<file path="src/rtl/panda_pkg.sv">
// Shared types for the panda load/store unit: access sizes and LSU states.
package panda_pkg;

  // Access size as encoded on req_size_i; 2'b11 is not a legal size.
  typedef enum logic [1:0] {
    MemByte = 2'b00,
    MemHalf = 2'b01,
    MemWord = 2'b10
  } mem_size_e;

  // Request lifecycle: loads pass through LsuCapture, stores skip it,
  // rejected requests go straight to LsuResp.
  typedef enum logic [1:0] {
    LsuIdle,
    LsuAccess,
    LsuCapture,
    LsuResp
  } lsu_state_e;

endpackage

</file>
<file path="src/rtl/panda_lsu_align.sv">
// Load-data alignment: moves the addressed lane down to bit 0, keeps the
// requested number of bytes and sign- or zero-extends them to a full word.
module panda_lsu_align
  import panda_pkg::*;
(
  input  logic [31:0] rdata,
  input  logic [1:0]  offset,
  input  mem_size_e   size,
  input  logic        is_unsigned,
  output logic [31:0] result
);

  logic [31:0] shifted;

  // Shift by the byte offset, then extract and extend the requested width.
  always_comb begin
    shifted = rdata >> {offset, 3'b000};
    result  = shifted;
    case (size)
      MemByte: result = {{24{~is_unsigned & shifted[7]}}, shifted[7:0]};
      MemHalf: result = {{16{~is_unsigned & shifted[15]}}, shifted[15:0]};
      default: result = shifted;
    endcase
  end

endmodule

</file>
<file path="src/rtl/panda_lsu.sv">
// Single-outstanding load/store unit in front of a one-cycle-latency SRAM.
// Every output is a register; the RAM port is only active in LsuAccess.
module panda_lsu
  import panda_pkg::*;
#(
  parameter int DataWidth = 32,
  parameter int Depth     = 64,
  localparam int AddrW    = $clog2(Depth)
) (
  input  logic                 clk_i,
  input  logic                 rst_i,
  input  logic                 req_valid_i,
  output logic                 req_ready_o,
  input  logic                 req_we_i,
  input  logic [1:0]           req_size_i,
  input  logic                 req_unsigned_i,
  input  logic [31:0]          req_addr_i,
  input  logic [DataWidth-1:0] req_wdata_i,
  output logic                 rsp_valid_o,
  output logic [DataWidth-1:0] rsp_rdata_o,
  output logic                 rsp_err_o,
  output logic                 ram_ce_o,
  output logic [3:0]           ram_we_o,
  output logic [AddrW-1:0]     ram_addr_o,
  output logic [DataWidth-1:0] ram_data_o,
  input  logic [DataWidth-1:0] ram_data_i
);

  lsu_state_e           state;
  logic                 lat_we;
  mem_size_e            lat_size;
  logic                 lat_unsigned;
  logic [1:0]           lat_off;

  logic                 req_err;
  logic [3:0]           st_mask;
  logic [DataWidth-1:0] st_data;
  logic [DataWidth-1:0] load_data;

  // Decode the incoming request: legality, store byte lanes and lane-replicated data.
  always_comb begin
    req_err = 1'b0;
    st_mask = 4'b0000;
    st_data = req_wdata_i;
    case (req_size_i)
      MemByte: begin
        st_mask = 4'b0001 << req_addr_i[1:0];
        st_data = {4{req_wdata_i[7:0]}};
      end
      MemHalf: begin
        req_err = req_addr_i[0];
        st_mask = 4'b0011 << req_addr_i[1:0];
        st_data = {2{req_wdata_i[15:0]}};
      end
      MemWord: begin
        req_err = |req_addr_i[1:0];
        st_mask = 4'b1111;
      end
      default: req_err = 1'b1;
    endcase
    if ({2'b00, req_addr_i[31:2]} >= 32'(Depth)) begin
      req_err = 1'b1;
    end
  end

  panda_lsu_align u_align (
    .rdata       (ram_data_i),
    .offset      (lat_off),
    .size        (lat_size),
    .is_unsigned (lat_unsigned),
    .result      (load_data)
  );

  // Request FSM; RAM strobes and the response are one-cycle pulses cleared by default.
  always_ff @(posedge clk_i or posedge rst_i) begin
    if (rst_i) begin
      state        <= LsuIdle;
      req_ready_o  <= 1'b0;
      rsp_valid_o  <= 1'b0;
      rsp_err_o    <= 1'b0;
      rsp_rdata_o  <= '0;
      ram_ce_o     <= 1'b0;
      ram_we_o     <= 4'b0000;
      ram_addr_o   <= '0;
      ram_data_o   <= '0;
      lat_we       <= 1'b0;
      lat_size     <= MemByte;
      lat_unsigned <= 1'b0;
      lat_off      <= 2'b00;
    end else begin
      rsp_valid_o <= 1'b0;
      rsp_err_o   <= 1'b0;
      rsp_rdata_o <= '0;
      ram_ce_o    <= 1'b0;
      ram_we_o    <= 4'b0000;
      ram_addr_o  <= '0;
      ram_data_o  <= '0;
      case (state)
        LsuIdle: begin
          if (req_valid_i && req_ready_o) begin
            req_ready_o  <= 1'b0;
            lat_we       <= req_we_i;
            lat_size     <= mem_size_e'(req_size_i);
            lat_unsigned <= req_unsigned_i;
            lat_off      <= req_addr_i[1:0];
            if (req_err) begin
              state       <= LsuResp;
              rsp_valid_o <= 1'b1;
              rsp_err_o   <= 1'b1;
            end else begin
              state      <= LsuAccess;
              ram_ce_o   <= 1'b1;
              ram_addr_o <= req_addr_i[AddrW+1:2];
              if (req_we_i) begin
                ram_we_o   <= st_mask;
                ram_data_o <= st_data;
              end
            end
          end else begin
            req_ready_o <= 1'b1;
          end
        end
        LsuAccess: begin
          if (lat_we) begin
            state       <= LsuResp;
            rsp_valid_o <= 1'b1;
          end else begin
            state <= LsuCapture;
          end
        end
        LsuCapture: begin
          state       <= LsuResp;
          rsp_valid_o <= 1'b1;
          rsp_rdata_o <= load_data;
        end
        LsuResp: begin
          state       <= LsuIdle;
          req_ready_o <= 1'b1;
        end
        default: state <= LsuIdle;
      endcase
    end
  end

endmodule

</file>
<file path="config.mk">
export PLATFORM = sky130hd
export DESIGN_NAME = panda_lsu
export DESIGN_NICKNAME = d
export VERILOG_FILES = /design/src/rtl/panda_pkg.sv /design/src/rtl/panda_lsu_align.sv /design/src/rtl/panda_lsu.sv
export SDC_FILE = /design/constraint.sdc
export NUM_CORES = 1
export LEC_CHECK = 0
export BUFFER_PORTS_ARGS = -buffer_cell sky130_fd_sc_hd__buf_2
export CORE_MARGIN = 3
export CORE_UTILIZATION = 35
export DETAILED_ROUTE_END_ITERATION = 8
export PLACE_DENSITY = 0.65
export SETUP_SLACK_MARGIN = 0.4
export SLEW_MARGIN = 20
export SYNTH_ARGS = -nofsm -noshare
export SYNTH_HDL_FRONTEND = slang
export SYNTH_HIERARCHICAL = 1
export SYNTH_SLANG_ARGS = --single-unit
</file>
<file path="constraint.sdc">
create_clock -name clk_i -period 2.84 [get_ports clk_i]
set_clock_uncertainty 0.05 [all_clocks]
set_input_delay 0.284 -clock clk_i [delete_from_list [all_inputs] [get_ports clk_i]]
set_output_delay 0.284 -clock clk_i [all_outputs]
set_load 0.03 [all_outputs]
</file>
==> run_results.csv <==
group,metric,value,unit
sta,slew_viol_final,0,
synth,syn_inst,393,
grt,grt_pass1_wl,18400,µm
grt,grt_use_met1,21.9,%
synth,avgSynthCellArea,10.7,µm²
synth,synthTopCellsByCount,"dfrtp_1 (86), and2_1 (47), nand2_1 (35)",
critical_path,endpoint_kind,"flop",
floorplan,fp.dieW,115,µm
critical_path,startpoint_type,"flop",
critical_path,crit_required,3.06,ns
sta,finalCriticalPeriod,2.11,ns
clocking,htree_num_levels,3,
routing,num_vias,3572,
floorplan,core-area,11600,µm²
power_and_ir_drop,power_density,889,nW/µm²
synth,yosysWarnings,6,
critical_path,slowest_delay,0.65,ns
layout,final-seq-area,2150,µm²
layout,fin_nets,676,
sta,whs,0.0113,ns
critical_path,crit_arrival,2.32,ns
critical_path,reg2regPathDepth,6,
clocking,clock-sinks,86,
power_and_ir_drop,leakage,2.90,nW
status,outcome,"finished, final reports clean",
clocking,cts_buffers,9,
floorplan,boundaryPins,181,
clocking,path_clk_slew,0.06,ns
grt,met3_usage,7.37,%
routing,viasPerCell,4.99,
layout,layout-drive-gt1-share,42.8,%
routing,ant_nets,0,
grt,grt_max_degree,55,
layout,multi_input_area,1890,µm²
routing,wire_per_inst,15.9,µm
critical_path,cp_num_buf_inv,1,
synth,synth-seq-area-share,51.4,%
clocking,clockBufferDepth,2,
critical_path,cp_num_cells,6,
grt,grt_overflow,0,
synth,synthFlopType,"dfrtp_1",
floorplan,die-area,13300,µm²
synth,synthDistinctLibCells,42,
synth,synth_area,4190,µm²
power_and_ir_drop,vdd_drop_max,0.000299,V
synth,ys_seq_elements,86,
sta,period_share,74.2,%
placement,place_ws,0.548,ns
critical_path,reg2reg_slack,0.73,ns
critical_path,cp_slowest_cell,"or4_1",
job,maxCapViolCount,0,
grt,grt-busiest-layer,"met2",
clocking,clk_latency,0.33,ns
floorplan,row_count,39,
critical_path,path_cells,"inv_1 > ha_1 > and3_1 > nand3_1 > or4_1 > nor2_2",
placement,gp_congestion,0.832,
synth,synth-edff-count,0,
sta,fin_tns_setup,0,ns
layout,layout.cells.non_filler,716,
sta,hold_viol,0,
sta,rsz0062_at_grt,"false",
grt,grt_usage,17.7,%
routing,drtIter0Drc,206,
grt,antenna_found_initial,0,
sta,setup_viol,0,
critical_path,worstSetupPathType,"reg2reg",
layout,antenna_cells,0,
floorplan,initial_core_util,36.2,%
routing,dr.pass1.iters,4,
placement,placed_cells,701,
layout,area_growth,31.7,%
synth,yosysMostFrequentCell,"dfrtp_1",
synth,async_reset_ff_share,100,%
layout,n_fill_cell,1110,
sta,fin_ws,0.733,ns
routing,routed_wl,11400,µm
critical_path,cpLargestDelayFamily,"simple AND/OR/NAND/NOR gates",
placement,place_hpwl,8750,µm
critical_path,rr_endpoint,"ram_data_o[17]",
clocking,cts_setup_buffers,0,
clocking,cts_root_buf,"clkbuf_16",
sta,fmax,475,MHz
sta,worstMarginPinSlew,0.734,ns
sta,max_slew_margin,50.7,%
floorplan,dieHeight,115,µm
synth,netlist_top_cells_area,"dfrtp_1 (51%), mux2i_1 (7.6%), and2_1 (7.0%), a21oi_1 (3.2%), nand2_1 (3.1%)",
routing,drc,0,
layout,final_core_util,47.7,%
placement,port-buffer-count,180,
critical_path,crit_fanout,8,
min_path,hp-class,"in2async",
grt,grt_pass1_vias,3607,
clocking,cts_tree,"done",
critical_path,crit_start,"state[1]",
grt,grtUsageMet2,28.4,%
critical_path,rr_startpoint,"state[1]",
synth,synth_nets,500,
synth,yosys.area.top_type,"dfrtp_1",
synth,yosysTopAreaCellShare,51.4,%
## final cells by class
type                            count  share of cell area [%]
Inverter                            6                   0.476
Clock buffer                       10                    4.33
Timing Repair Buffer              187                    17.5
Sequential cell                    86                    39.0
Tap cell                          143                    3.24
Multi-Input combinational cell    279                    34.3
Clock inverter                      5                    1.09
## kinds of logic after synthesis
group | Yosys count | synth area share, %
adder cells (fa/ha/maj) | 4 | 1.19
flip-flops | 86 | 51.4
buffers and inverters | 28 | 3.52
multiplexers | 35 | 8.63
AO/OA/AOI/OAI | 83 | 13.3
AND/OR/NAND/NOR | 155 | 21.5
XOR/XNOR | 2 | 0.418
## through the flow
stage / power (mW) / instance area, µm²
floorplan: 3.24 / 4190
global placement: 3.72 / 5210
detailed placement: 3.77 / 5210
CTS: 4.96 / 5510
global route: 5.24 / 5520
finish: 4.90 / 5520
## metal layers
metal  wire length [µm]  share of wire [%]
met1               4670                 41
met2               5320                 47
met3               1230                 11
met4                181                1.6
met5                  0                  0
## power by group
part           leakage (nW)  internal (mW)  switching [mW]
Combinational          1.60          0.786            1.34
Clock                 0.133          0.700           0.475
Sequential             1.17           1.48           0.122
## sequential cells by signal, indices dropped and copies added (netlist names), 2 cells and up
| signal | flops |
|---|---|
| ram_data_o | 32 |
| rsp_rdata_o | 32 |
| ram_addr_o | 6 |
| ram_we_o | 4 |
| lat_off | 2 |
| lat_size | 2 |
| state | 2 |
## placed cells by master, fill, tap and decap left out, drive strengths merged, types with 5 or more instances in the layout
master	count
a211oi	7
a21oi	35
o22ai	9
clkbuf	10
nor2	22
clkinvlp	5
nor2b	11
and2	47
and3	7
dfrtp	86
buf	187
nand2	35
o21ai	18
mux2i	32
or2	10
nor4	10
o2bb2ai	8
inv	5
## what timing repair did
item,CTS,global route
hold buffers,0,0
setup endpoints to repair,0,1
resized for setup,0,1
## worst reg2reg max path, cell delays in order (launching register included)
cell	delay, ns
dfrtp_1	0.40
inv_1	0.12
ha_1	0.27
and3_1	0.25
nand3_1	0.11
or4_1	0.65
nor2_2	0.19
## how the worst max path moves through the flow
| stage | slack [ns] | endpoint |
|---|---|---|
| after floorplan | 0.99 | ram_data_o[10] |
| after global routing | 0.52 | ram_data_o[3] |
| after global placement | 0.68 | ram_data_o[8] |
| after detailed placement | 0.55 | ram_data_o[9] |
| after CTS | 0.54 | ram_data_o[9] |
| final | 0.73 | ram_data_o[17] |
Power figures use the tool's default switching activity.
